===== src/rtl/alu_arbiter_if.sv =====
// Request/response bundle between two ALU clients and the arbiter.
// master = client side, slave = arbiter side.
interface alu_arbiter_if;
  logic        req_valid_0;
  logic        req_valid_1;
  logic        req_ready_0;
  logic        req_ready_1;
  logic [31:0] req_src1_0;
  logic [31:0] req_src1_1;
  logic [31:0] req_src2_0;
  logic [31:0] req_src2_1;
  logic [11:0] req_ctrl_0;
  logic [11:0] req_ctrl_1;
  logic        rsp_valid_0;
  logic        rsp_valid_1;
  logic        rsp_ready_0;
  logic        rsp_ready_1;
  logic [31:0] rsp_result;

  modport master (
    output req_valid_0, req_valid_1,
    output req_src1_0, req_src1_1, req_src2_0, req_src2_1,
    output req_ctrl_0, req_ctrl_1,
    output rsp_ready_0, rsp_ready_1,
    input  req_ready_0, req_ready_1,
    input  rsp_valid_0, rsp_valid_1, rsp_result
  );

  modport slave (
    input  req_valid_0, req_valid_1,
    input  req_src1_0, req_src1_1, req_src2_0, req_src2_1,
    input  req_ctrl_0, req_ctrl_1,
    input  rsp_ready_0, rsp_ready_1,
    output req_ready_0, req_ready_1,
    output rsp_valid_0, rsp_valid_1, rsp_result
  );
endinterface


===== src/rtl/alu_arbiter.sv =====
// Two-requester arbiter in front of one shared combinational ALU.
// One operation in flight at a time: IDLE (grant) -> EXEC (ALU) -> RESP (hold result).
module alu_arbiter #(
  parameter bit FIXED_PRIO = 1'b0
) (
  input  logic          clk,
  input  logic          rst,
  alu_arbiter_if.slave  bus,
  output logic [31:0]   alu_src1,
  output logic [31:0]   alu_src2,
  output logic [11:0]   alu_control,
  input  logic [31:0]   alu_result,
  output logic [15:0]   op_count
);

  localparam int unsigned DATA_W = 32;
  localparam int unsigned CTRL_W = 12;
  localparam int unsigned CNT_W  = 16;

  typedef enum logic [1:0] {
    IDLE = 2'd0,
    EXEC = 2'd1,
    RESP = 2'd2
  } state_t;

  state_t              state_q;
  state_t              state_d;
  logic [DATA_W-1:0]   src1_q;
  logic [DATA_W-1:0]   src2_q;
  logic [CTRL_W-1:0]   ctrl_q;
  logic [DATA_W-1:0]   result_q;
  logic [CNT_W-1:0]    op_count_q;
  logic                owner_q;
  logic                last_grant_q;

  logic                grant_vld;
  logic                grant_id;
  logic                rsp_hs;
  logic                owner_rsp_ready;

  assign owner_rsp_ready = owner_q ? bus.rsp_ready_1 : bus.rsp_ready_0;

  // Next state, grant selection and response handshake detection
  always_comb begin
    state_d   = state_q;
    grant_vld = 1'b0;
    grant_id  = 1'b0;
    rsp_hs    = 1'b0;
    case (state_q)
      IDLE: begin
        if (!rst && (bus.req_valid_0 || bus.req_valid_1)) begin
          grant_vld = 1'b1;
          if (bus.req_valid_0 && bus.req_valid_1) begin
            grant_id = FIXED_PRIO ? 1'b0 : ~last_grant_q;
          end else begin
            grant_id = bus.req_valid_1;
          end
          state_d = EXEC;
        end
      end
      EXEC: begin
        state_d = RESP;
      end
      RESP: begin
        if (owner_rsp_ready) begin
          rsp_hs  = 1'b1;
          state_d = IDLE;
        end
      end
      default: begin
        state_d = IDLE;
      end
    endcase
  end

  // Grant is combinational so the handshake completes in the requesting cycle
  assign bus.req_ready_0 = grant_vld && !grant_id;
  assign bus.req_ready_1 = grant_vld && grant_id;

  assign bus.rsp_valid_0 = (state_q == RESP) && !owner_q;
  assign bus.rsp_valid_1 = (state_q == RESP) && owner_q;
  assign bus.rsp_result  = result_q;

  assign alu_src1    = src1_q;
  assign alu_src2    = src2_q;
  assign alu_control = (state_q == EXEC) ? ctrl_q : CTRL_W'(0);
  assign op_count    = op_count_q;

  // Pointer resets to 1 so requester 0 wins the first contention
  always_ff @(posedge clk or posedge rst) begin
    if (rst) begin
      state_q      <= IDLE;
      src1_q       <= DATA_W'(0);
      src2_q       <= DATA_W'(0);
      ctrl_q       <= CTRL_W'(0);
      result_q     <= DATA_W'(0);
      op_count_q   <= CNT_W'(0);
      owner_q      <= 1'b0;
      last_grant_q <= 1'b1;
    end else begin
      state_q <= state_d;
      if (grant_vld) begin
        src1_q       <= grant_id ? bus.req_src1_1 : bus.req_src1_0;
        src2_q       <= grant_id ? bus.req_src2_1 : bus.req_src2_0;
        ctrl_q       <= grant_id ? bus.req_ctrl_1 : bus.req_ctrl_0;
        owner_q      <= grant_id;
        last_grant_q <= grant_id;
      end
      if (state_q == EXEC) begin
        result_q <= alu_result;
      end
      if (rsp_hs) begin
        op_count_q <= op_count_q + CNT_W'(1);
      end
    end
  end

endmodule


===== src/flat_wrapper.sv =====
// flat-port wrapper written by rule: the top's interface ports become plain ports
module alu_arbiter_flat 
#(
  parameter bit FIXED_PRIO = 1'b0
)
  (clk, rst, alu_src1, alu_src2, alu_control, alu_result, op_count, bus_req_valid_0, bus_req_valid_1, bus_req_src1_0, bus_req_src1_1, bus_req_src2_0, bus_req_src2_1, bus_req_ctrl_0, bus_req_ctrl_1, bus_rsp_ready_0, bus_rsp_ready_1, bus_req_ready_0, bus_req_ready_1, bus_rsp_valid_0, bus_rsp_valid_1, bus_rsp_result);
  alu_arbiter_if bus_i ();
  input  logic clk;
  input  logic rst;
  output logic [31:0] alu_src1;
  output logic [31:0] alu_src2;
  output logic [11:0] alu_control;
  input  logic [31:0] alu_result;
  output logic [15:0] op_count;
  input wire logic [$bits(bus_i.req_valid_0)-1:0] bus_req_valid_0;
  input wire logic [$bits(bus_i.req_valid_1)-1:0] bus_req_valid_1;
  input wire logic [$bits(bus_i.req_src1_0)-1:0] bus_req_src1_0;
  input wire logic [$bits(bus_i.req_src1_1)-1:0] bus_req_src1_1;
  input wire logic [$bits(bus_i.req_src2_0)-1:0] bus_req_src2_0;
  input wire logic [$bits(bus_i.req_src2_1)-1:0] bus_req_src2_1;
  input wire logic [$bits(bus_i.req_ctrl_0)-1:0] bus_req_ctrl_0;
  input wire logic [$bits(bus_i.req_ctrl_1)-1:0] bus_req_ctrl_1;
  input wire logic [$bits(bus_i.rsp_ready_0)-1:0] bus_rsp_ready_0;
  input wire logic [$bits(bus_i.rsp_ready_1)-1:0] bus_rsp_ready_1;
  output wire logic [$bits(bus_i.req_ready_0)-1:0] bus_req_ready_0;
  output wire logic [$bits(bus_i.req_ready_1)-1:0] bus_req_ready_1;
  output wire logic [$bits(bus_i.rsp_valid_0)-1:0] bus_rsp_valid_0;
  output wire logic [$bits(bus_i.rsp_valid_1)-1:0] bus_rsp_valid_1;
  output wire logic [$bits(bus_i.rsp_result)-1:0] bus_rsp_result;
  assign bus_i.req_valid_0 = bus_req_valid_0;
  assign bus_i.req_valid_1 = bus_req_valid_1;
  assign bus_i.req_src1_0 = bus_req_src1_0;
  assign bus_i.req_src1_1 = bus_req_src1_1;
  assign bus_i.req_src2_0 = bus_req_src2_0;
  assign bus_i.req_src2_1 = bus_req_src2_1;
  assign bus_i.req_ctrl_0 = bus_req_ctrl_0;
  assign bus_i.req_ctrl_1 = bus_req_ctrl_1;
  assign bus_i.rsp_ready_0 = bus_rsp_ready_0;
  assign bus_i.rsp_ready_1 = bus_rsp_ready_1;
  assign bus_req_ready_0 = bus_i.req_ready_0;
  assign bus_req_ready_1 = bus_i.req_ready_1;
  assign bus_rsp_valid_0 = bus_i.rsp_valid_0;
  assign bus_rsp_valid_1 = bus_i.rsp_valid_1;
  assign bus_rsp_result = bus_i.rsp_result;
  alu_arbiter #(.FIXED_PRIO(FIXED_PRIO)) u_core (.clk(clk), .rst(rst), .bus(bus_i), .alu_src1(alu_src1), .alu_src2(alu_src2), .alu_control(alu_control), .alu_result(alu_result), .op_count(op_count));
endmodule

===== config.mk =====
export PLATFORM = sky130hd
export DESIGN_NAME = alu_arbiter_flat
export DESIGN_NICKNAME = d
export VERILOG_FILES = /design/src/rtl/alu_arbiter_if.sv /design/src/rtl/alu_arbiter.sv /design/src/flat_wrapper.sv
export SDC_FILE = /design/constraint.sdc
export NUM_CORES = 1
export LEC_CHECK = 0
export BUFFER_PORTS_ARGS = -buffer_cell sky130_fd_sc_hd__buf_2
export CORE_AREA = 2 2 123 125
export DETAILED_ROUTE_END_ITERATION = 12
export DIE_AREA = 0 0 125 127
export HOLD_SLACK_MARGIN = 0.12
export MAX_ROUTING_LAYER = met4
export PLACE_DENSITY = 0.8
export REMOVE_ABC_BUFFERS = 1
export SETUP_SLACK_MARGIN = 0.15
export SYNTH_ARGS = -nofsm -noshare
export SYNTH_HDL_FRONTEND = slang
export SYNTH_SLANG_ARGS = --single-unit

===== constraint.sdc =====
create_clock -name clk -period 4.76 [get_ports clk]
set_input_delay 0.714 -clock clk [delete_from_list [all_inputs] [get_ports clk]]
set_output_delay 0.714 -clock clk [all_outputs]
set_load 0.1 [all_outputs]

==> Word level (Yosys, flattened, before mapping) <==
Index checks and enable logic that the tools add are counted.
Widths: inputs -> output; s select.
{ "totals": {"out_inout_bits": 128, "inputBits": 190, "reg_bits": 128} }
{ "op_classes": {"bitwise": 1, "eq_ne": 4, "n_addsub": 1, "n_mux": 15, "reduce_logical": 12} }
{ "op_table": {"columns": ["op", "n"], "rows": [
  ["$mux 32", 2],
  ["$mux 12", 2],
  ["$add 16x1->16 const B", 1],
  ["$mux 1", 8],
  ["$logic_and 1x1->1", 6],
  ["$pmux 2 s3", 1],
  ["$mux 2", 2],
  ["$ne 2x1->1 const B", 2],
  ["$logic_not 1->1", 3],
  ["$eq 2x1->1 const B", 1],
  ["$eq 2x2->1 const B", 1],
  ["$logic_not 2->1", 1],
  ["$reduce_and 2->1", 1],
  ["$logic_or 1x1->1", 1],
  ["$not 1->1", 1]
]} }

==> Logic depth before layout (Yosys ltp) <==
{ "depth": {"depth_word": 6, "ltp_mapped": 7, "ltp_nobuf": 5} }

==> Worst setup path before layout <==
Ideal clock, no wire load.
{ "synth_timing": {"path_type": "input to output", "startpoint": "input port rst", "endpoint": "output port bus_req_ready_0", "setup_slack_ns": 1.268, "stages": 4, "arrival_time_ns": 2.778, "t_required_ns": 4.046, "cell_sequence": "or4_4 buf_6 buf_2 nor2_1"} }
{ "synth_via": {"elab_chain_len": 6, "elab_cells_between_ends": 8} }
{ "synth_lines": {"columns": ["element", "line_no", "source"], "rows": [
  ["from (decl)", "flat_wrapper.sv:9", "input logic rst;"],
  ["$logic_not 1->1 (*)", "alu_arbiter.sv:51", "if (!rst && (bus.req_valid_0 || bus.req_valid_1)) begin"],
  ["$logic_and 1x1->1 (*)", "alu_arbiter.sv:51", null],
  ["$mux 1", "alu_arbiter.sv:51", null],
  ["$mux 1", "alu_arbiter.sv:49", "case (state_q)"],
  ["$logic_not 1->1", "alu_arbiter.sv:77", "assign bus.req_ready_0 = grant_vld && !grant_id;"],
  ["$logic_and 1x1->1 (*)", "alu_arbiter.sv:77", null],
  ["to (decl)", "flat_wrapper.sv:25", "output wire logic [$bits(bus_i.req_ready_0)-1:0] bus_req_ready_0;"]
]} }
Mark *: on every way between the ends. The rest lies on a longest branch, timed or not.

==> Worst setup path after layout <==
{ "layout_timing": {"startpoint": "register u_core.state_q[1]", "endpoint": "output port bus_req_ready_1"} }
{ "layout_via": {"elab_chain_len": 3, "elab_cells_between_ends": 4} }
{ "layout_lines": {"columns": ["element", "line_no", "source"], "rows": [
  ["from (decl)", "alu_arbiter.sv:26", "state_t state_q;"],
  ["from (signal assigned)", "alu_arbiter.sv:101", "state_q <= state_d;"],
  ["$logic_not 2->1 (*)", "alu_arbiter.sv:49", null],
  ["$mux 1", "alu_arbiter.sv:49", null],
  ["$logic_and 1x1->1 (*)", "alu_arbiter.sv:78", "assign bus.req_ready_1 = grant_vld && grant_id;"],
  ["to (decl)", "flat_wrapper.sv:26", "output wire logic [$bits(bus_i.req_ready_1)-1:0] bus_req_ready_1;"]
]} }
Marks and branches as above.

==> metrics.md <==
| Metric | Value |
|---|---|
| Die ar. | 15,900 µm² |
| CP Data Required Time | slightly above 4 ns |
| Row count | 44 |
| Proportion of layout cells with a drive suffix above 1 | 41.2% |
| Fin Hold WS | 0.469 ns |
| Clk slew on worst S/H paths | about 0.060 ns |
| Iter 0 DRT Violations | about 230 |
| Largest family of logic cells by synthesized area | simple AND/OR/NAND/NOR gates |
| Pin count of the biggest net entering global routing | 129 |
| Kind of critical path | flop to output port |
| Worst-margin pin slew | roughly 1.2 ns |
| Die Span Y | 127 µm |
| Number of antenna violations at the first check in global routing | 3 |
| Final WS setup | about 1.7 ns |
| Routability cong. | 0.805 |
| Post-Synth Simple-Gate Area | 16.2% |
| Arr. time, crit path | 2.39 ns |
| Pre-CTS setup slack | 1.67 ns |
| Syn Inst Count | 556 |
| Nets | roughly 1,100 |
| Final design utilization | 55.0% |
| GRT Util Overall | 19.9% |
| Maximum clock frequency | 0.323 GHz |
| Post-route ant nets | 0 |
| Synthesis-to-finish area growth | 39.4% |
| Mux contribution to synthesized area | 13.7% |
| DP HPWL | 11,400 µm |
| Relative slew margins | 20.1% |
| Adder-cell share of the synthesized area | 0.220% |
| Clock skew | between 0.015 and 0.02 ns |
| Cts bufs inserted | 17 |
| Unrepaired setup endpoints after global routing | no |
| CTS Buffer Depth | 2 |
| First-pass GRT wire length | 24,100 µm |
| Seq/Total Area, Yosys | 56.3% |
| Via-to-Cell Ratio | 4.63 |
| Worst Hold Class | flop to flop |
| Routed WL | 15,200 µm |
| Setup TNS | 0 ns |
| Max-cap viol count | 0 |
| CTS-repair resized insts | 0 |
| Post-Synth XOR/XNOR Area | around 2.3% |
| Postcts setup bufs | 0 |
| Total congestion overflow | 0 |
| Cell Area, Synth | 5690 µm² |
| Port-buffer cells | 317 |
| Post-synthesis register bit count | 128 |
| Total number of vias | 4,917 |
| Synth warn | 0 |
| IO Pins | 318 |
| Die Wd | 125 µm |
| Hold violation count in the final report | 0 |
| H-tree Lvls | 4 |
| Cell variety after synth | 31 |
| Drt drc | 0 |
| Core box area | 14,400 µm² |
| Later-pin clock latency in the skew report | 0.42 ns |
| R2r startpoint | u_core.state_q[1] |
| Hold Crit Start | u_core.bus.rsp_result[28] |
| Final Max Tran Viols | 0 |
| Worst Setup End Kind | output port |
| Min cycle time layout | 3.10 ns |
| Clk sink count | 128 |
| Initial Util | 39.4% |
| Finish-stage setup viols | 0 |
| Hold_buf cts | 0 |
| TritonCTS clock tree | done |
| Syn Area/Cell | 10.2 µm² |
| Type of origin of the critical path | flop |
| Clock root cell | clkbuf_16 |
| DR WL/cell | 14.3 µm |
| First drt pass iteration count | 4 |
| Crit path max fanout | 57 |
| Setup crit start | u_core.state_q[1] |
| Vias in the first global route | 4,822 |
| Compound-Gate Fraction of Synth Area | 7.17% |
| Final critical-path share of the clock period | about two thirds |
| Status | completed |
-- final timing paths --
path / depth (start not counted) / to / slack [ns]
min reg2reg: 2 / u_core.bus.rsp_result[28] / 0.47
min in group asynchronous: 3 / u_core.op_count[4] / 0.51
max reg2reg: 4 / u_core.alu_src1[5] / 2.58
max: 4 / bus_req_ready_1 / 1.66
min: 2 / u_core.bus.rsp_result[28] / 0.47
max in group asynchronous: 3 / u_core.alu_src2[3] / 3.78
-- worst max-delay path, stage by stage, from the launching register on --
cell and delay (ns):
dfrtp_1 0.40, or4_4 0.81, inv_1 0.14, and2_1 0.17
buf_2 0.45
-- kinds of logic (layout without fill, tap and decap cells) --
kind of cell	after synthesis	in the layout
compound gates	80	80
flops	128	128
buf+inv	39	357
mux	78	78
simple gates	215	215
xor+xnor	15	15
other cells	0	3
fa+ha+maj	1	1
-- synth_stat cells (all sizes together) --
cell type	instances	share of area, %
a21boi	1	0.13
a21o	2	0.26
and2	13	1.4
and3	3	0.33
and4	2	0.31
buf	18	2.4
clkbuf	17	1.3
dfrtp	127	56
dfstp	1	0.46
ha	1	0.22
inv	4	0.26
mux2	1	0.20
mux2i	77	14
nand2	177	12
nand2b	2	0.22
nand3	5	0.44
nand4	4	0.44
nor2	5	0.37
nor2b	1	0.11
nor4b	2	0.68
o21ai	77	6.8
or4	1	0.20
xnor2	13	2.0
xor2	2	0.31
-- registers in the layout, summed over array words and instances, names as in the netlist --
signal	count
u_core.alu_src2	32
u_core.alu_src1	32
u_core.op_count	16
u_core.bus.rsp_result	32
u_core.last_grant_q	1
u_core.owner_q	1
u_core.ctrl_q	12
u_core.state_q	2
-- per-layer routing --
layer	part of all wire (%)	vias to the layer above	track usage [%]
met5	0	-	-
met4	1.9	0	7.84
met3	6.2	14	5.19
met2	49	208	32.3
met1	43	2232	23.9
li1	-	2463	-
-- placed cells by master, fill, tap and decap left out, types with 2 or more instances in the layout --
cell and instances:
clkinvlp_4 3, buf_4 2, xor2_1 2, inv_6 2, a21o_1 2, xnor2_1 13
clkinv_2 3, nand3_1 5, nand4_1 4, buf_12 2, inv_1 3, nand2b_1 2
nand2_1 177, clkbuf_1 2, mux2i_1 77, diode_2 3, and4_1 2, nor2_1 4
dfrtp_1 127, o21ai_1 56, o21ai_0 21, clkinv_4 3, buf_2 317, clkbuf_16 17
and3_1 3, and2_1 13
-- cell type report --
| type | count | area (µm²) |
|---|---|---|
| multi-input cells | 389 | 2270 |
| clock buffers | 20 | 447 |
| fillers | 1309 | 6490 |
| well taps | 184 | 230 |
| repair buffers | 321 | 1640 |
| flip-flops and latches | 128 | 3200 |
| clock inverters | 12 | 111 |
| inverters | 4 | 17.5 |
| diodes | 3 | 7.51 |
-- stage by stage --
| stage | cells | cell area [µm²] |
|---|---|---|
| after global placement | 1026 | 7360 |
| after detailed placement | 1026 | 7360 |
| after global routing | 1061 | 7930 |
| after floorplan | 521 | 5480 |
| after CTS | 1058 | 7920 |
| final | 1061 | 7930 |
Power is left out: the tool's default activity adds up to more than one toggle a clock period on the data nets, which glitch-free logic cannot reach.
